<file path="config.mk">
export PLATFORM = sky130hd
export DESIGN_NAME = video_timing_pipe
export DESIGN_NICKNAME = d
export VERILOG_FILES = /design/src/rtl/video_timing_pkg.sv /design/src/rtl/vid_delay_line.sv /design/src/rtl/video_timing_pipe.sv
export SDC_FILE = /design/constraint.sdc
export NUM_CORES = 1
export LEC_CHECK = 0
export BUFFER_PORTS_ARGS = -buffer_cell sky130_fd_sc_hd__buf_2
export CAP_MARGIN = 10
export CORE_UTILIZATION = 35
export CTS_BUF_LIST = sky130_fd_sc_hd__clkbuf_16
export DETAILED_ROUTE_END_ITERATION = 6
export GPL_TIMING_DRIVEN = 0
export PLACE_DENSITY_LB_ADDON = 0.15
export SLEW_MARGIN = 30
export SYNTH_ARGS = -nofsm -noshare
export SYNTH_HDL_FRONTEND = slang
export SYNTH_HIERARCHICAL = 1
export SYNTH_SLANG_ARGS = --single-unit
</file>
<file path="constraint.sdc">
create_clock -name pixel_clk -period 3.1 [get_ports pixel_clk]
set_input_delay 0.155 -clock pixel_clk [delete_from_list [all_inputs] [get_ports pixel_clk]]
set_output_delay 0.155 -clock pixel_clk [all_outputs]
set_load 0.02 [all_outputs]
</file>
<file path="src/rtl/video_timing_pkg.sv">
// Shared constants and helpers for the video timing pipeline.
// Holds the default SVGA 800x600@56 raster constants, the line/frame total
// helpers and the colour-channel expansion function used by the output stage.
package video_timing_pkg;

  // Default SVGA 800x600@56 timing.
  localparam int unsigned SVGA_H_ACTIVE = 800;
  localparam int unsigned SVGA_H_FP     = 24;
  localparam int unsigned SVGA_H_SYNC   = 72;
  localparam int unsigned SVGA_H_BP     = 128;
  localparam int unsigned SVGA_V_ACTIVE = 600;
  localparam int unsigned SVGA_V_FP     = 1;
  localparam int unsigned SVGA_V_SYNC   = 2;
  localparam int unsigned SVGA_V_BP     = 22;

  function automatic int unsigned calc_h_total(int unsigned active, int unsigned fp,
                                               int unsigned sync, int unsigned bp);
    return active + fp + sync + bp;
  endfunction

  function automatic int unsigned calc_v_total(int unsigned active, int unsigned fp,
                                               int unsigned sync, int unsigned bp);
    return active + fp + sync + bp;
  endfunction

  // Replicate the low `width` bits of value MSB-first, truncated to 8 bits.
  // Each pass shifts in the next source bit, so the first one lands in bit 7.
  function automatic logic [7:0] expand_color(logic [7:0] value, int unsigned width);
    logic [7:0]  res;
    logic [7:0]  sh;
    int unsigned idx;
    res = '0;
    for (int unsigned i = 0; i < 8; i++) begin
      idx = width - 1 - (i % width);
      sh  = value >> idx;
      res = {res[6:0], sh[0]};
    end
    return res;
  endfunction

endpackage

</file>
<file path="src/rtl/vid_delay_line.sv">
// Fixed-depth register delay line with clock enable and async reset.
// Ports: i_clk clock, i_rst async active-high reset, i_en stage enable,
//        i_d input word, o_q word delayed by DEPTH enabled cycles.
// DEPTH = 0 degenerates to a plain wire.
module vid_delay_line #(
  parameter int unsigned WIDTH = 1,
  parameter int unsigned DEPTH = 1
) (
  input  logic             i_clk,
  input  logic             i_rst,
  input  logic             i_en,
  input  logic [WIDTH-1:0] i_d,
  output logic [WIDTH-1:0] o_q
);

  if (DEPTH == 0) begin : g_bypass
    logic w_unused;
    assign w_unused = ^{i_clk, i_rst, i_en};
    assign o_q      = i_d;
  end else begin : g_pipe
    logic [WIDTH-1:0] r_stage [DEPTH];

    always_ff @(posedge i_clk or posedge i_rst) begin
      if (i_rst) begin
        for (int unsigned i = 0; i < DEPTH; i++) r_stage[i] <= '0;
      end else if (i_en) begin
        r_stage[0] <= i_d;
        for (int unsigned i = 1; i < DEPTH; i++) r_stage[i] <= r_stage[i-1];
      end
    end

    assign o_q = r_stage[DEPTH-1];
  end

endmodule

</file>
<file path="src/rtl/video_timing_pipe.sv">
// Parametrised raster timing generator with renderer-latency alignment and
// SDL-style output register.
// Ports: pixel_clk / sim_rst (async, active high) / en (whole-pipeline stall);
//        h_coord, v_coord, disp_enbl: raw stage-0 position to the renderer;
//        red/green/blue: renderer colour, RENDER_LAT cycles after stage 0;
//        sdl_sx/sy/de/r/g/b, h_sync, v_sync, frame_start, frame_cnt: aligned
//        outputs, RENDER_LAT+1 cycles after stage 0.
module video_timing_pipe
  import video_timing_pkg::*;
#(
  parameter int unsigned H_ACTIVE   = SVGA_H_ACTIVE,
  parameter int unsigned H_FP       = SVGA_H_FP,
  parameter int unsigned H_SYNC     = SVGA_H_SYNC,
  parameter int unsigned H_BP       = SVGA_H_BP,
  parameter int unsigned V_ACTIVE   = SVGA_V_ACTIVE,
  parameter int unsigned V_FP       = SVGA_V_FP,
  parameter int unsigned V_SYNC     = SVGA_V_SYNC,
  parameter int unsigned V_BP       = SVGA_V_BP,
  parameter bit          H_SYNC_POL = 1'b1,
  parameter bit          V_SYNC_POL = 1'b1,
  parameter int unsigned COLOR_W    = 4,
  parameter int unsigned RENDER_LAT = 0,
  parameter int unsigned H_W        = 11,
  parameter int unsigned V_W        = 10,
  parameter int unsigned FCNT_W     = 16
) (
  input  logic               pixel_clk,
  input  logic               sim_rst,
  input  logic               en,
  output logic [H_W-1:0]     h_coord,
  output logic [V_W-1:0]     v_coord,
  output logic               disp_enbl,
  input  logic [COLOR_W-1:0] red,
  input  logic [COLOR_W-1:0] green,
  input  logic [COLOR_W-1:0] blue,
  output logic [H_W-1:0]     sdl_sx,
  output logic [V_W-1:0]     sdl_sy,
  output logic               sdl_de,
  output logic [7:0]         sdl_r,
  output logic [7:0]         sdl_g,
  output logic [7:0]         sdl_b,
  output logic               h_sync,
  output logic               v_sync,
  output logic               frame_start,
  output logic [FCNT_W-1:0]  frame_cnt
);

  localparam int unsigned H_TOTAL = calc_h_total(H_ACTIVE, H_FP, H_SYNC, H_BP);
  localparam int unsigned V_TOTAL = calc_v_total(V_ACTIVE, V_FP, V_SYNC, V_BP);

  if (H_TOTAL > 2 ** H_W) begin : g_chk_hw
    $error("H_TOTAL does not fit in H_W");
  end
  if (V_TOTAL > 2 ** V_W) begin : g_chk_vw
    $error("V_TOTAL does not fit in V_W");
  end
  if (COLOR_W < 1 || COLOR_W > 8) begin : g_chk_cw
    $error("COLOR_W must be in 1..8");
  end
  if (RENDER_LAT > 8) begin : g_chk_lat
    $error("RENDER_LAT must be in 0..8");
  end
  if (H_FP < 1 || H_SYNC < 1 || H_BP < 1 || V_FP < 1 || V_SYNC < 1 || V_BP < 1)
  begin : g_chk_porch
    $error("porch and sync widths must be at least 1");
  end

  localparam logic [H_W-1:0] H_LAST     = H_W'(H_TOTAL - 1);
  localparam logic [V_W-1:0] V_LAST     = V_W'(V_TOTAL - 1);
  localparam logic [H_W-1:0] H_ACT_END  = H_W'(H_ACTIVE);
  localparam logic [V_W-1:0] V_ACT_END  = V_W'(V_ACTIVE);
  localparam logic [H_W-1:0] H_SYNC_BEG = H_W'(H_ACTIVE + H_FP);
  localparam logic [H_W-1:0] H_SYNC_END = H_W'(H_ACTIVE + H_FP + H_SYNC);
  localparam logic [V_W-1:0] V_SYNC_BEG = V_W'(V_ACTIVE + V_FP);
  localparam logic [V_W-1:0] V_SYNC_END = V_W'(V_ACTIVE + V_FP + V_SYNC);
  localparam int unsigned    DL_W       = H_W + V_W + 4;

  logic [H_W-1:0] r_h_cnt;
  logic [V_W-1:0] r_v_cnt;

  always_ff @(posedge pixel_clk or posedge sim_rst) begin
    if (sim_rst) begin
      r_h_cnt <= '0;
      r_v_cnt <= '0;
    end else if (en) begin
      if (r_h_cnt == H_LAST) begin
        r_h_cnt <= '0;
        r_v_cnt <= (r_v_cnt == V_LAST) ? '0 : r_v_cnt + V_W'(1);
      end else begin
        r_h_cnt <= r_h_cnt + H_W'(1);
      end
    end
  end

  // Stage 0: combinational decode of the counters.
  logic w_de, w_hs_act, w_vs_act, w_sof;
  assign w_de     = (r_h_cnt < H_ACT_END) && (r_v_cnt < V_ACT_END);
  assign w_hs_act = (r_h_cnt >= H_SYNC_BEG) && (r_h_cnt < H_SYNC_END);
  assign w_vs_act = (r_v_cnt >= V_SYNC_BEG) && (r_v_cnt < V_SYNC_END);
  assign w_sof    = (r_h_cnt == '0) && (r_v_cnt == '0);

  assign h_coord   = r_h_cnt;
  assign v_coord   = r_v_cnt;
  assign disp_enbl = w_de;

  // Match the renderer latency so position and flags meet their colour.
  logic [DL_W-1:0] w_dl_d, w_dl_q;
  logic [H_W-1:0]  w_dl_h;
  logic [V_W-1:0]  w_dl_v;
  logic            w_dl_de, w_dl_hs, w_dl_vs, w_dl_sof;

  assign w_dl_d = {r_h_cnt, r_v_cnt, w_de, w_hs_act, w_vs_act, w_sof};
  assign {w_dl_h, w_dl_v, w_dl_de, w_dl_hs, w_dl_vs, w_dl_sof} = w_dl_q;

  vid_delay_line #(
    .WIDTH (DL_W),
    .DEPTH (RENDER_LAT)
  ) u_delay (
    .i_clk (pixel_clk),
    .i_rst (sim_rst),
    .i_en  (en),
    .i_d   (w_dl_d),
    .o_q   (w_dl_q)
  );

  logic [7:0] w_r_exp, w_g_exp, w_b_exp;
  assign w_r_exp = expand_color(8'(red), COLOR_W);
  assign w_g_exp = expand_color(8'(green), COLOR_W);
  assign w_b_exp = expand_color(8'(blue), COLOR_W);

  logic [H_W-1:0]    r_sx;
  logic [V_W-1:0]    r_sy;
  logic              r_de, r_hs, r_vs, r_fs;
  logic [7:0]        r_r, r_g, r_b;
  logic [FCNT_W-1:0] r_fcnt;

  always_ff @(posedge pixel_clk or posedge sim_rst) begin
    if (sim_rst) begin
      r_sx   <= '0;
      r_sy   <= '0;
      r_de   <= 1'b0;
      r_r    <= '0;
      r_g    <= '0;
      r_b    <= '0;
      r_hs   <= ~H_SYNC_POL;
      r_vs   <= ~V_SYNC_POL;
      r_fs   <= 1'b0;
      r_fcnt <= '0;
    end else if (en) begin
      r_sx <= w_dl_h;
      r_sy <= w_dl_v;
      r_de <= w_dl_de;
      r_r  <= w_dl_de ? w_r_exp : 8'h00;
      r_g  <= w_dl_de ? w_g_exp : 8'h00;
      r_b  <= w_dl_de ? w_b_exp : 8'h00;
      r_hs <= w_dl_hs ? H_SYNC_POL : ~H_SYNC_POL;
      r_vs <= w_dl_vs ? V_SYNC_POL : ~V_SYNC_POL;
      r_fs <= w_dl_sof;
      if (w_dl_sof) r_fcnt <= r_fcnt + FCNT_W'(1);
    end
  end

  assign sdl_sx      = r_sx;
  assign sdl_sy      = r_sy;
  assign sdl_de      = r_de;
  assign sdl_r       = r_r;
  assign sdl_g       = r_g;
  assign sdl_b       = r_b;
  assign h_sync      = r_hs;
  assign v_sync      = r_vs;
  assign frame_start = r_fs;
  assign frame_cnt   = r_fcnt;

endmodule

</file>
* After elaboration in Yosys (flattened, before gate mapping)
Cells that the tools add are included.
** Cells by class
- Add/sub/neg operators :: 3
- Multiply operators :: 0
- Div/mod/pow operators :: 0
- $lt $le $gt $ge :: 6
- Equality and inequality tests :: 2
- Shift-type cells :: 0
- Multiplexer cells :: 7
- Bitwise operators :: 0
- Reduce and logical (&&, ||, !) cells :: 8
** Operators with widths (count)
- 8-bit 2-to-1 mux :: 3
- 11-bit by 10-bit < comparator with 1-bit output, second input constant :: 2
- 10-bit < comparator, second input constant :: 2
- 16-bit by 1-bit adder with 16-bit output, second input constant :: 1
- 11-bit by 1-bit adder with 11-bit output, second input constant :: 1
- 11-bit by 10-bit == test with 1-bit output, second input constant :: 1
- 11-bit by 10-bit >= comparator with 1-bit output, second input constant :: 1
- 11-bit zero test :: 1
- 11-bit 2-to-1 mux :: 1
- 10-bit by 1-bit adder with 10-bit output, second input constant :: 1
- 10-bit == test, second input constant :: 1
- 10-bit >= comparator, second input constant :: 1
- 10-bit zero test :: 1
- 10-bit 2-to-1 mux :: 1
- 1-bit logical AND :: 4
- 2-bit AND reduction :: 2
- 1-bit 2-to-1 mux :: 2
** Word-level totals
- Register bits after elaboration :: 86
- Latch bits :: 0
- Memory bits (writable) :: 0
- Bits in read-only memories :: 0
- Input bits :: 15
- Output and inout bits :: 87
- Word-level logic and storage cells :: 38
- Memories kept :: 0

* Depth between registers and ports, before layout
Gate-level depths: netlist (run 1).
- Word-level depth :: 3
- Depth in mapped cells :: 10
- Mapped depth without buffers :: 9

* Hierarchy
Netlist (run 1), hierarchy kept.
** By module, submodules not included
- video_timing_pipe :: instances 1, cells an instance 307, area an instance 3384.5 um^2
- vid_delay_line :: instances 1, cells an instance 25, area an instance 187.7 um^2

* Worst setup path before layout (run 1)
OpenSTA, ideal clock, no wires.
- Kind :: register -> register
- Start :: register r_v_cnt[0], in the netlist v_coord[0]
- End :: register r_fcnt[14], in the netlist frame_cnt[14]
- Library setup time :: 80 ps
- Arrival time :: 2301 ps
- Slack :: 719 ps
- Stages on the path, launching flop included :: 11
- Period minus slack after synthesis :: 2381 ps
- Path through :: dfrtp_1 -> inv_1 -> ha_1 -> nand2b_1 -> nor4_1 -> and4_1 -> buf_4 -> nand4_1 -> or4_1 -> nor2_1 -> xor2_1
** On the way
- Word-level cells in the longest chain between the ends :: 3
** RTL lines
- start, declared :: line video_timing_pipe.sv:79 : logic [V_W-1:0] r_v_cnt;
- start signal, assigned :: line video_timing_pipe.sv:88 : r_v_cnt <= (r_v_cnt == V_LAST) ? '0 : r_v_cnt + V_W'(1);
- 10-bit zero test :: line video_timing_pipe.sv:100 : assign w_sof = (r_h_cnt == '0) && (r_v_cnt == '0);
- 1-bit logical AND :: line video_timing_pipe.sv:100
- net w_sof :: line video_timing_pipe.sv:96 : logic w_de, w_hs_act, w_vs_act, w_sof;
- 2-bit AND reduction (no line)
- end signal, assigned :: line video_timing_pipe.sv:159 : if (w_dl_sof) r_fcnt <= r_fcnt + FCNT_W'(1);
- end, declared :: line video_timing_pipe.sv:135 : logic [FCNT_W-1:0] r_fcnt;
The timed path passes the listed nets, and every way through them passes these cells.
A chain may end at the register's enable or synchronous reset.

* Worst setup path after layout (run 1)
Same ends and word-level chain as after synthesis.

==> metrics.cfg, run 1 <==
[run_status]
outcome = complete, no violations

[clock_tree]
tritoncts = yes
clockBufferDepth = 2
h-tree-depth = 3
path_clk_slew_ps = 60
cts_root_buffer = clkbuf_16
insertion_delay_ps = 330
cts_buffers = 9
clkSinkCount = 74
cts_setup_buffers = 0

[sta]
grt_setup_unrepaired = false
worstMarginPinSlew_ps = 615
finalClockSkew_ps = 7.43
period_share = 0.839
fmax_mhz = 384
whs_ps = 32.2
finalHoldViolations = 0
slew_headroom = 0.590
drv_slew = 0
setup_viol = 0
min_period_ps = 2600

[place]
io_buffer_count = 101
place_hpwl_um = 5580
gp_congestion = 0.764
dp.cells = 567

[critical_path]
reg2regPathDepth = 10
cp-start-kind = register
slowest_delay_ps = 610
critical_path_required_ps = 3340
crit_slowest_cell = or4_1
r2r_end = frame_cnt[14]
worstPathArrival_ps = 2840
cp_max_fo = 7
critical_path.cell_chain = inv_1 -> ha_1 -> nand2b_1 -> nor4_1 -> and4_1 -> buf_4 -> nand4_1 -> or4_1 -> nor2_1 -> xor2_1
r2r-start = v_coord[0]
endpoint_kind = register
path_class = register to register
reg2reg_slack_ps = 500

[cells_and_area]
final_util = 0.466
diodes = 0
drive_gt1_frac = 0.419
nNetsFinal = 467
fillCellCount = 1018
multiInputGateArea_sq_um = 1310
area_delta_synth_final_pct = 28.0
regArea_sq_um = 1850
final_cells = 584

[yosys]
synth_seq_area_share = 0.518
synth_nets = 353
synth.avg_cell_area_sq_um = 10.8
yosysMostFrequentCell = dfrtp_1
async_reset_ff_frac = 1.00
synthFlopType = dfrtp_1
synthTopCellsByCount = dfrtp_1 (74), buf_4 (38), nand2_1 (36), mux2_2 (26), inv_1 (23)
synth.area.top_cells = dfrtp_1 (52%), mux2_2 (8.2%), buf_4 (8.0%)
synth-edff-count = 0
synth_area_sq_um = 3570
netlist.top_cell.by_area = dfrtp_1
synth_top_area_frac = 0.518
ys_warn_count = 6
netlist_instances = 332
yosysUniqueCellTypes = 39
ys_seq_elements = 74

[hold_path]
worstHoldPathCells = 3
hold_path_class = primary input to register
hold_start = red[3]
hold-path-endpoint = sdl_r[3]

[routing]
totalWireLength_um = 7740
vias_per_cell = 4.66
route.vias.total = 2719
first_pass_iters = 5
drt_iter0_markers = 47
wire_per_inst_um = 13.3
postRouteAntennaNets = 0
drc = 0

[flow_run]
max_cap_viol_count = 0

[global_routing]
grt_pass1_wl_um = 12400
grt-ovfl-total = 0
gr-usage-all-layers = 0.156
grt_pass1_vias = 2480
antenna_found_initial = 0
grt_max_degree = 48

[power]
ir_drop_v = 0.000243
p_leak_uw = 0.00240
p_per_area_nw_per_um2 = 569

[floorplanning]
start_util = 0.364
num_rows = 36
core_sq_um = 9820
die-area_sq_um = 10600
io_pins = 102
die_w_um = 103
die_h_um = 103

## kinds of logic after synthesis
logic type                 Yosys count  share of synthesized area
muxes                               27                     0.0848
AOI/OAI and AO/OA                   33                     0.0522
adders and majority gates            6                     0.0210
buffers and inverters               70                      0.115
DFF                                 74                      0.518
and+or+nand+nor                     97                      0.148
xor gates and xnor gates            25                     0.0613
## worst max-delay path by stage
| stage | start | end | cells past startpoint |
|---|---|---|---|
| 2_1_floorplan | v_coord[0] | frame_cnt[14] | 10 |
| 3_3_place_gp | sim_rst | sdl_sy[0] | 2 |
| 3_5_place_dp | v_coord[0] | frame_cnt[14] | 10 |
| 4_1_cts | v_coord[0] | frame_cnt[14] | 10 |
| 5_1_grt | v_coord[0] | frame_cnt[15] | 10 |
| 6_report | v_coord[0] | frame_cnt[14] | 10 |
## critical path, delay by kind of cell (launching register included)
| kind | cells | cell delay [ps] |
|---|---|---|
| DFF | 1 | 450 |
| adders and majority gates | 1 | 180 |
| and+or+nand+nor | 6 | 1490 |
| xor gates and xnor gates | 1 | 160 |
| buffers and inverters | 2 | 250 |
## what timing repair did
item                      4_1_cts  5_1_grt
hold endpoints to repair       27        0
hold buffers                    1        0
gates resized for setup         0        0
## layout by cell type, fill, tap and decap left out, drive strengths merged, types with 5 or more instances in the layout
cell type / n
nor2: 16
nand4: 6
nor4: 5
nor3: 5
a21oi: 5
mux2: 26
dfrtp: 74
xnor2: 14
nand3: 12
clkbuf: 12
nand2: 36
ha: 6
xor2: 11
and4: 5
inv: 25
o21ai: 18
buf: 146
## power breakdown
part | switching, uW | total, uW | internal (uW)
clock | 386 | 1000 | 614
sequential | 108 | 1160 | 1050
combinational | 241 | 448 | 207
total | 735 | 2600 | 1870
## state kept, by name, summed over array words and instances (netlist names)
name         cells
frame_cnt       16
h_coord         11
sdl_sx          11
sdl_sy          10
v_coord         10
sdl_b            4
sdl_g            4
sdl_r            4
frame_start      1
h_sync           1
sdl_de           1
v_sync           1
## metal layers
| metal | global-route usage | part of all wire | vias to the layer above |
|---|---|---|---|
| li1 | - | - | 1322 |
| met1 | 0.205 | 0.48 | 1299 |
| met2 | 0.251 | 0.45 | 86 |
| met3 | 0.0312 | 0.053 | 12 |
| met4 | 0.0618 | 0.014 | 0 |
| met5 | 0 | 0 | - |
## stage by stage
stage               TNS [ps]  instance area (sq um)  total power [uW]  worst slack (ps)
floorplan                  0                   3570              1470               719
global placement       -76.6                   4240              1610             -3.23
detailed placement         0                   4270              1620               489
CTS                        0                   4570              2660               468
global route               0                   4570              2750               283
finish                     0                   4570              2600               498
## area by class of cell
| type | instances | share of cell area |
|---|---|---|
| Tap cell | 133 | 0.0364 |
| Buffer | 47 | 0.0706 |
| Clock buffer | 9 | 0.0493 |
| Sequential cell | 74 | 0.405 |
| Inverter | 23 | 0.0194 |
| Clock inverter | 7 | 0.0137 |
| Multi-Input combinational cell | 188 | 0.287 |
| Timing Repair Buffer | 103 | 0.119 |
No activity file was read; power rests on OpenSTA's default activity.
==> inputs of run 2 (changes only) <==
Clock period 3.1 ns to 2.5 ns, I/O delays scaled along.
==> metrics.cfg, run 2 (synthesis gave the netlist of run 1 again) <==
[floorplanning]
die_h_um = 103  ; unchanged
die-area_sq_um = 10600  ; unchanged
start_util = 0.364  ; unchanged
io_pins = 102  ; unchanged
num_rows = 36  ; unchanged
die_w_um = 103  ; unchanged
core_sq_um = 9820  ; unchanged

[clock_tree]
insertion_delay_ps = 330  ; about the same
h-tree-depth = 3  ; unchanged
cts_root_buffer = clkbuf_16  ; unchanged
clockBufferDepth = 2  ; unchanged
path_clk_slew_ps = 60  ; about the same
cts_buffers = 9  ; unchanged
tritoncts = yes  ; unchanged
clkSinkCount = 74  ; unchanged

[cells_and_area]
diodes = 0  ; unchanged
final_util = 0.487  ; was 0.466
drive_gt1_frac = 0.468  ; was 0.419
finalInstanceArea_sq_um = 4780  ; was 4570 sq um
area_delta_synth_final_pct = 33.8  ; was 28.0%
largest_reg_flops = 16  ; unchanged
final_cell_mix = buf_2 (104), dfrtp_1 (68), buf_4 (53)  ; was buf_2 (104), dfrtp_1 (74), buf_4 (38)
nNetsFinal = 486  ; was 467
final_common_cell = buf_2  ; unchanged

[power]
p_clk_frac = 0.383  ; was 0.384
power_frac_seq = 0.442  ; was 0.444
power_uw = 3240  ; was 2600 uW
switching_power_uw = 917  ; was 735 uW
p_per_area_nw_per_um2 = 678  ; was 569 nW/um^2
p_leak_uw = 0.00249  ; was 0.00240 uW
ir_drop_v = 0.000303  ; was 0.000243 V
p_sw_frac = 0.283  ; was 0.282
p_int_uw = 2330  ; was 1870 uW
pwr-share-comb = 0.175  ; was 0.172

[routing]
route.vias.total = 2788  ; was 2,719
postRouteAntennaNets = 0  ; unchanged
drt_iter0_markers = 58  ; was 47
first_pass_iters = 4  ; was 5
wire_per_inst_um = 13.2  ; was 13.3 um
drc = 0  ; unchanged
vias_per_cell = 4.62  ; was 4.66
totalWireLength_um = 7980  ; was 7740 um

[critical_path]
slowest_delay_ps = 590  ; was 610 ps
path_buf_inv = 2  ; unchanged
endpoint_kind = register  ; unchanged
crit_slowest_cell = or4_4  ; was or4_1
path_class = register to register  ; unchanged
cp_max_fo = 4  ; was 7
worstPathArrival_ps = 2570  ; was 2840 ps
critical_path_required_ps = 2710  ; was 3340 ps
cp-start-kind = register  ; unchanged
critical_path.cell_chain = inv_2 -> ha_2 -> nand2b_1 -> nor4_2 -> and4_2 -> nand4_1 -> or4_4 -> buf_4 -> xnor2_1  ; was inv_1 -> ha_1 -> nand2b_1 -> nor4_1 -> and4_1 -> buf_4 -> nand4_1 -> or4_1 -> nor2_1 -> xor2_1
path_delay_family = simple AND/OR/NAND/NOR gates  ; unchanged

[sta]
fmax_mhz = 424  ; was 384 MHz
drv_slew = 0  ; unchanged
worstMarginPinSlew_ps = 623  ; was 615 ps
finalHoldViolations = 0  ; unchanged
min_period_ps = 2360  ; was 2600 ps
slew_headroom = 0.585  ; was 0.590
setup_viol = 0  ; unchanged
period_share = 0.942  ; was 0.839
finalClockSkew_ps = 6.26  ; was 7.43 ps

[global_routing]
grt-ovfl-total = 0  ; unchanged
antenna_found_initial = 0  ; unchanged
grt_pass1_wl_um = 12600  ; was 12,400 um
grt_max_degree = 48  ; unchanged
grt_pass1_vias = 2524  ; was 2,480
gr-usage-all-layers = 0.158  ; was 0.156

[hold_path]
hold_path_class = primary input to register  ; unchanged

[place]
gp_congestion = 0.764  ; unchanged
place_area_sq_um = 4270  ; unchanged
io_buffer_count = 101  ; unchanged
place_hpwl_um = 5580  ; unchanged

[flow_run]
max_cap_viol_count = 0  ; unchanged

[run_status]
outcome = complete, no violations  ; unchanged

run 2: what timing repair did:
action | 4_1_cts | 5_1_grt
buffers inserted | 2 | 14
endpoints found under the setup margin | 6 | 10
pin swaps | 1 | 4
hold buffers | 6 | 0
hold endpoints to repair | 32 | 0
gates resized for setup | 5 | 12
run 2: layout make-up:
type	count	area, sq um
multi-input cells	188	1350
clock inverters	7	62.6
repair buffers	124	713
fillers	985	5040
inverters	23	88.8
clock buffers	9	225
plain buffers	45	312
flip-flops and latches	74	1860
well taps	133	166
run 2: worst paths after layout:
check                               from       endpoint  slack, ps  cells after the start
max in group asynchronous        sim_rst     v_coord[8]       1580                      4
setup reg to reg              v_coord[1]  frame_cnt[10]        140                      9
setup / recovery              v_coord[1]  frame_cnt[10]        140                      9
hold / removal                  green[2]       sdl_g[6]          6                      3
hold reg to reg            frame_cnt[15]  frame_cnt[15]        470                      1
min in group asynchronous        sim_rst       sdl_g[6]        340                      3
run 2: per-stage QoR:
stage	instances	TNS (ps)	setup WS, ps	hold slack (ps)
2_1_floorplan	332	0	119	242
3_3_place_gp	566	-42300	-573	332
3_5_place_dp	567	-338	-111	153
4_1_cts	591	0	12.0	1.60
5_1_grt	603	-11.8	-7.77	15.7
6_report	603	0	144	5.99
run 2: power groups by stage:
| stage | registers, uW | clock network (uW) | logic (uW) |
|---|---|---|---|
| after global placement | 1460 | 0 | 543 |
| after floorplan | 1560 | 0 | 264 |
| after detailed placement | 1460 | 0 | 554 |
| after global routing | 1460 | 1340 | 625 |
| after CTS | 1440 | 1290 | 573 |
| final | 1430 | 1240 | 566 |
run 2: metal layers:
metal	GRT usage	routed length, um	vias to the layer above
li1	-	-	1353
met1	0.207	3780	1345
met2	0.256	3700	81
met3	0.0312	407	9
met4	0.0618	96	0
met5	0	0	-
run 2: worst min-delay path, cell delays in order:
cell and delay [ps]:
buf_2 70, nand2_1 30, o21ai_0 60
==> inputs of run 3 (changes only) <==
Settings changed: CORE_ASPECT_RATIO set to 1.5, REMOVE_ABC_BUFFERS set to 1.
==> metrics.cfg, run 3 (synthesis gave the netlist of run 1 again) <==
[routing]
postRouteAntennaNets = 0  ; unchanged
drt_iter0_markers = 62  ; was 58
route.vias.total = 2579  ; was 2,788
wire_per_inst_um = 14.1  ; was 13.2 um
vias_per_cell = 4.89  ; was 4.62
first_pass_iters = 7  ; was 4
drc = 10  ; was 0
totalWireLength_um = 7430  ; was 7980 um

[cells_and_area]
fillCellCount = 978  ; was 985
area_delta_synth_final_pct = 21.5  ; was 33.8%
diodes = 0  ; unchanged
regArea_sq_um = 1860  ; about the same
final_common_cell = buf_2  ; unchanged
largest_reg_flops = 16  ; unchanged
multiInputGateArea_sq_um = 1370  ; was 1350 sq um
final_cell_mix = buf_2 (100), dfrtp_1 (71), nand2_1 (36)  ; was buf_2 (104), dfrtp_1 (68), buf_4 (53)
nNetsFinal = 430  ; was 486
drive_gt1_frac = 0.403  ; was 0.468

[critical_path]
worstPathArrival_ps = 2580  ; was 2570 ps
reg2reg_slack_ps = 150  ; was 140 ps
path_class = register to register  ; unchanged
slowest_delay_ps = 620  ; was 590 ps
cp-start-kind = register  ; unchanged
endpoint_kind = register  ; unchanged
r2r_end = frame_cnt[10]  ; unchanged
cp_max_fo = 4  ; unchanged
crit_cells = 9  ; unchanged
r2r-start = v_coord[1]  ; unchanged
crit_path_end = frame_cnt[10]  ; unchanged
crit_start = v_coord[1]  ; unchanged
path_buf_inv = 2  ; unchanged
critical_path_required_ps = 2720  ; was 2710 ps
crit_slowest_cell = or4_4  ; unchanged
critical_path.cell_chain = inv_2 -> ha_4 -> nand2b_4 -> nor4_4 -> and4_4 -> nand4_1 -> or4_4 -> buf_4 -> xnor2_1  ; was inv_2 -> ha_2 -> nand2b_1 -> nor4_2 -> and4_2 -> nand4_1 -> or4_4 -> buf_4 -> xnor2_1
path_delay_family = simple AND/OR/NAND/NOR gates  ; unchanged
reg2regPathDepth = 9  ; unchanged

[floorplanning]
die-area_sq_um = 10600  ; about the same
die_w_um = 84.5  ; was 103 um
core_sq_um = 9800  ; was 9820 sq um
die_h_um = 126  ; was 103 um
start_util = 0.365  ; was 0.364
num_rows = 44  ; was 36
io_pins = 102  ; unchanged

[hold_path]
hold_path_class = primary input to register  ; unchanged
worstHoldPathCells = 3  ; unchanged

[sta]
slew_headroom = 0.438  ; was 0.585
finalHoldViolations = 0  ; unchanged
setup_viol = 0  ; unchanged
drv_slew = 0  ; unchanged
grt_setup_unrepaired = false
period_share = 0.942  ; about the same
fmax_mhz = 425  ; was 424 MHz
whs_ps = 3.15  ; was 5.99 ps
finalClockSkew_ps = 6.79  ; was 6.26 ps
worstMarginPinSlew_ps = 837  ; was 623 ps
setup_slack_ps = 145  ; was 144 ps
min_period_ps = 2350  ; was 2360 ps

[run_status]
violations = design-rule violations
outcome = finished with violations  ; was complete, no violations

[clock_tree]
insertion_delay_ps = 340  ; was 330 ps
path_clk_slew_ps = 60  ; about the same
cts_buffers = 9  ; unchanged
cts_root_buffer = clkbuf_16  ; unchanged
clkSinkCount = 74  ; unchanged
tritoncts = yes  ; unchanged
clockBufferDepth = 2  ; unchanged
h-tree-depth = 3  ; unchanged

[power]
p_per_area_nw_per_um2 = 703  ; was 678 nW/um^2
power_uw = 3050  ; was 3240 uW
ir_drop_v = 0.000562  ; was 0.000303 V
p_leak_uw = 0.00220  ; was 0.00249 uW

[global_routing]
grt_pass1_vias = 2481  ; was 2,524
grt_pass1_wl_um = 12300  ; was 12,600 um
grt_max_degree = 49  ; was 48
gr-usage-all-layers = 0.149  ; was 0.158
grt-ovfl-total = 0  ; unchanged
antenna_found_initial = 0  ; unchanged

[place]
io_buffer_count = 101  ; unchanged
gp_congestion = 0.765  ; was 0.764
preCtsSetupSlack_ps = -194  ; was -111 ps
place_hpwl_um = 5120  ; was 5580 um

[flow_run]
max_cap_viol_count = 0  ; unchanged

==> run 3: cell types whose count changed in the layout (fill, tap and decap cells not counted), moves of 2 or more <==
cell | previous run | this run
dfrtp_1 | 68 | 71
buf_1 | 3 | 0
clkbuf_1 | 2 | 0
dfrtp_2 | 6 | 3
buf_2 | 104 | 100
buf_4 | 53 | 5
==> run 3: worst reg2reg max path: stages (launching register included) <==
cell      delay, ps
dfrtp_1         390
inv_2           100
ha_4            150
nand2b_4         60
nor4_4          210
and4_4          270
nand4_1         190
or4_4           620
buf_4           160
xnor2_1         110
==> run 3: what timing repair did <==
| item | CTS | global route |
|---|---|---|
| pin swaps | 2 | 3 |
| hold endpoints to repair | 39 | 0 |
| setup endpoints to repair | 6 | 4 |
| buffers inserted | 2 | 2 |
| gates resized for setup | 5 | 12 |
| hold buffers | 7 | 0 |
==> run 3: per-layer routing <==
metal | track usage | vias to the layer above | share of wire
li1 | - | 1237 | -
met1 | 0.177 | 1261 | 0.42
met2 | 0.245 | 67 | 0.50
met3 | 0.0275 | 14 | 0.050
met4 | 0.0957 | 0 | 0.029
met5 | 0 | - | 0
==> run 3: how the worst min path moves through the flow <==
stage | start | to | slack (ps)
detailed placement | sim_rst | sdl_b[3] | 180
global placement | blue[1] | sdl_b[5] | 330
CTS | red[1] | sdl_r[5] | 2
floorplan | en | frame_start | 230
global route | red[3] | sdl_r[3] | 10
finish | red[3] | sdl_r[3] | 3
==> run 3: cell type report <==
| cell class | count | area share |
|---|---|---|
| Multi-Input combinational cell | 188 | 0.316 |
| Clock inverter | 5 | 0.00577 |
| Timing Repair Buffer | 113 | 0.145 |
| Clock buffer | 9 | 0.0519 |
| Tap cell | 115 | 0.0332 |
| Sequential cell | 74 | 0.428 |
| Inverter | 23 | 0.0205 |
==> run 3: power by group <==
part	total (uW)	internal (uW)	switching (uW)
Sequential	1440	1300	140
Combinational	492	206	286
Clock	1120	649	473
==> run 3: metrics by stage <==
step                cell area (sq um)  cells  setup TNS, ps   util
floorplan                        3250    285              0      -
global placement                 3900    501         -41520  0.398
detailed placement               3920    502           -941  0.400
CTS                              4280    525              0  0.436
global route                     4340    527              0  0.443
finish                           4340    527              0  0.443
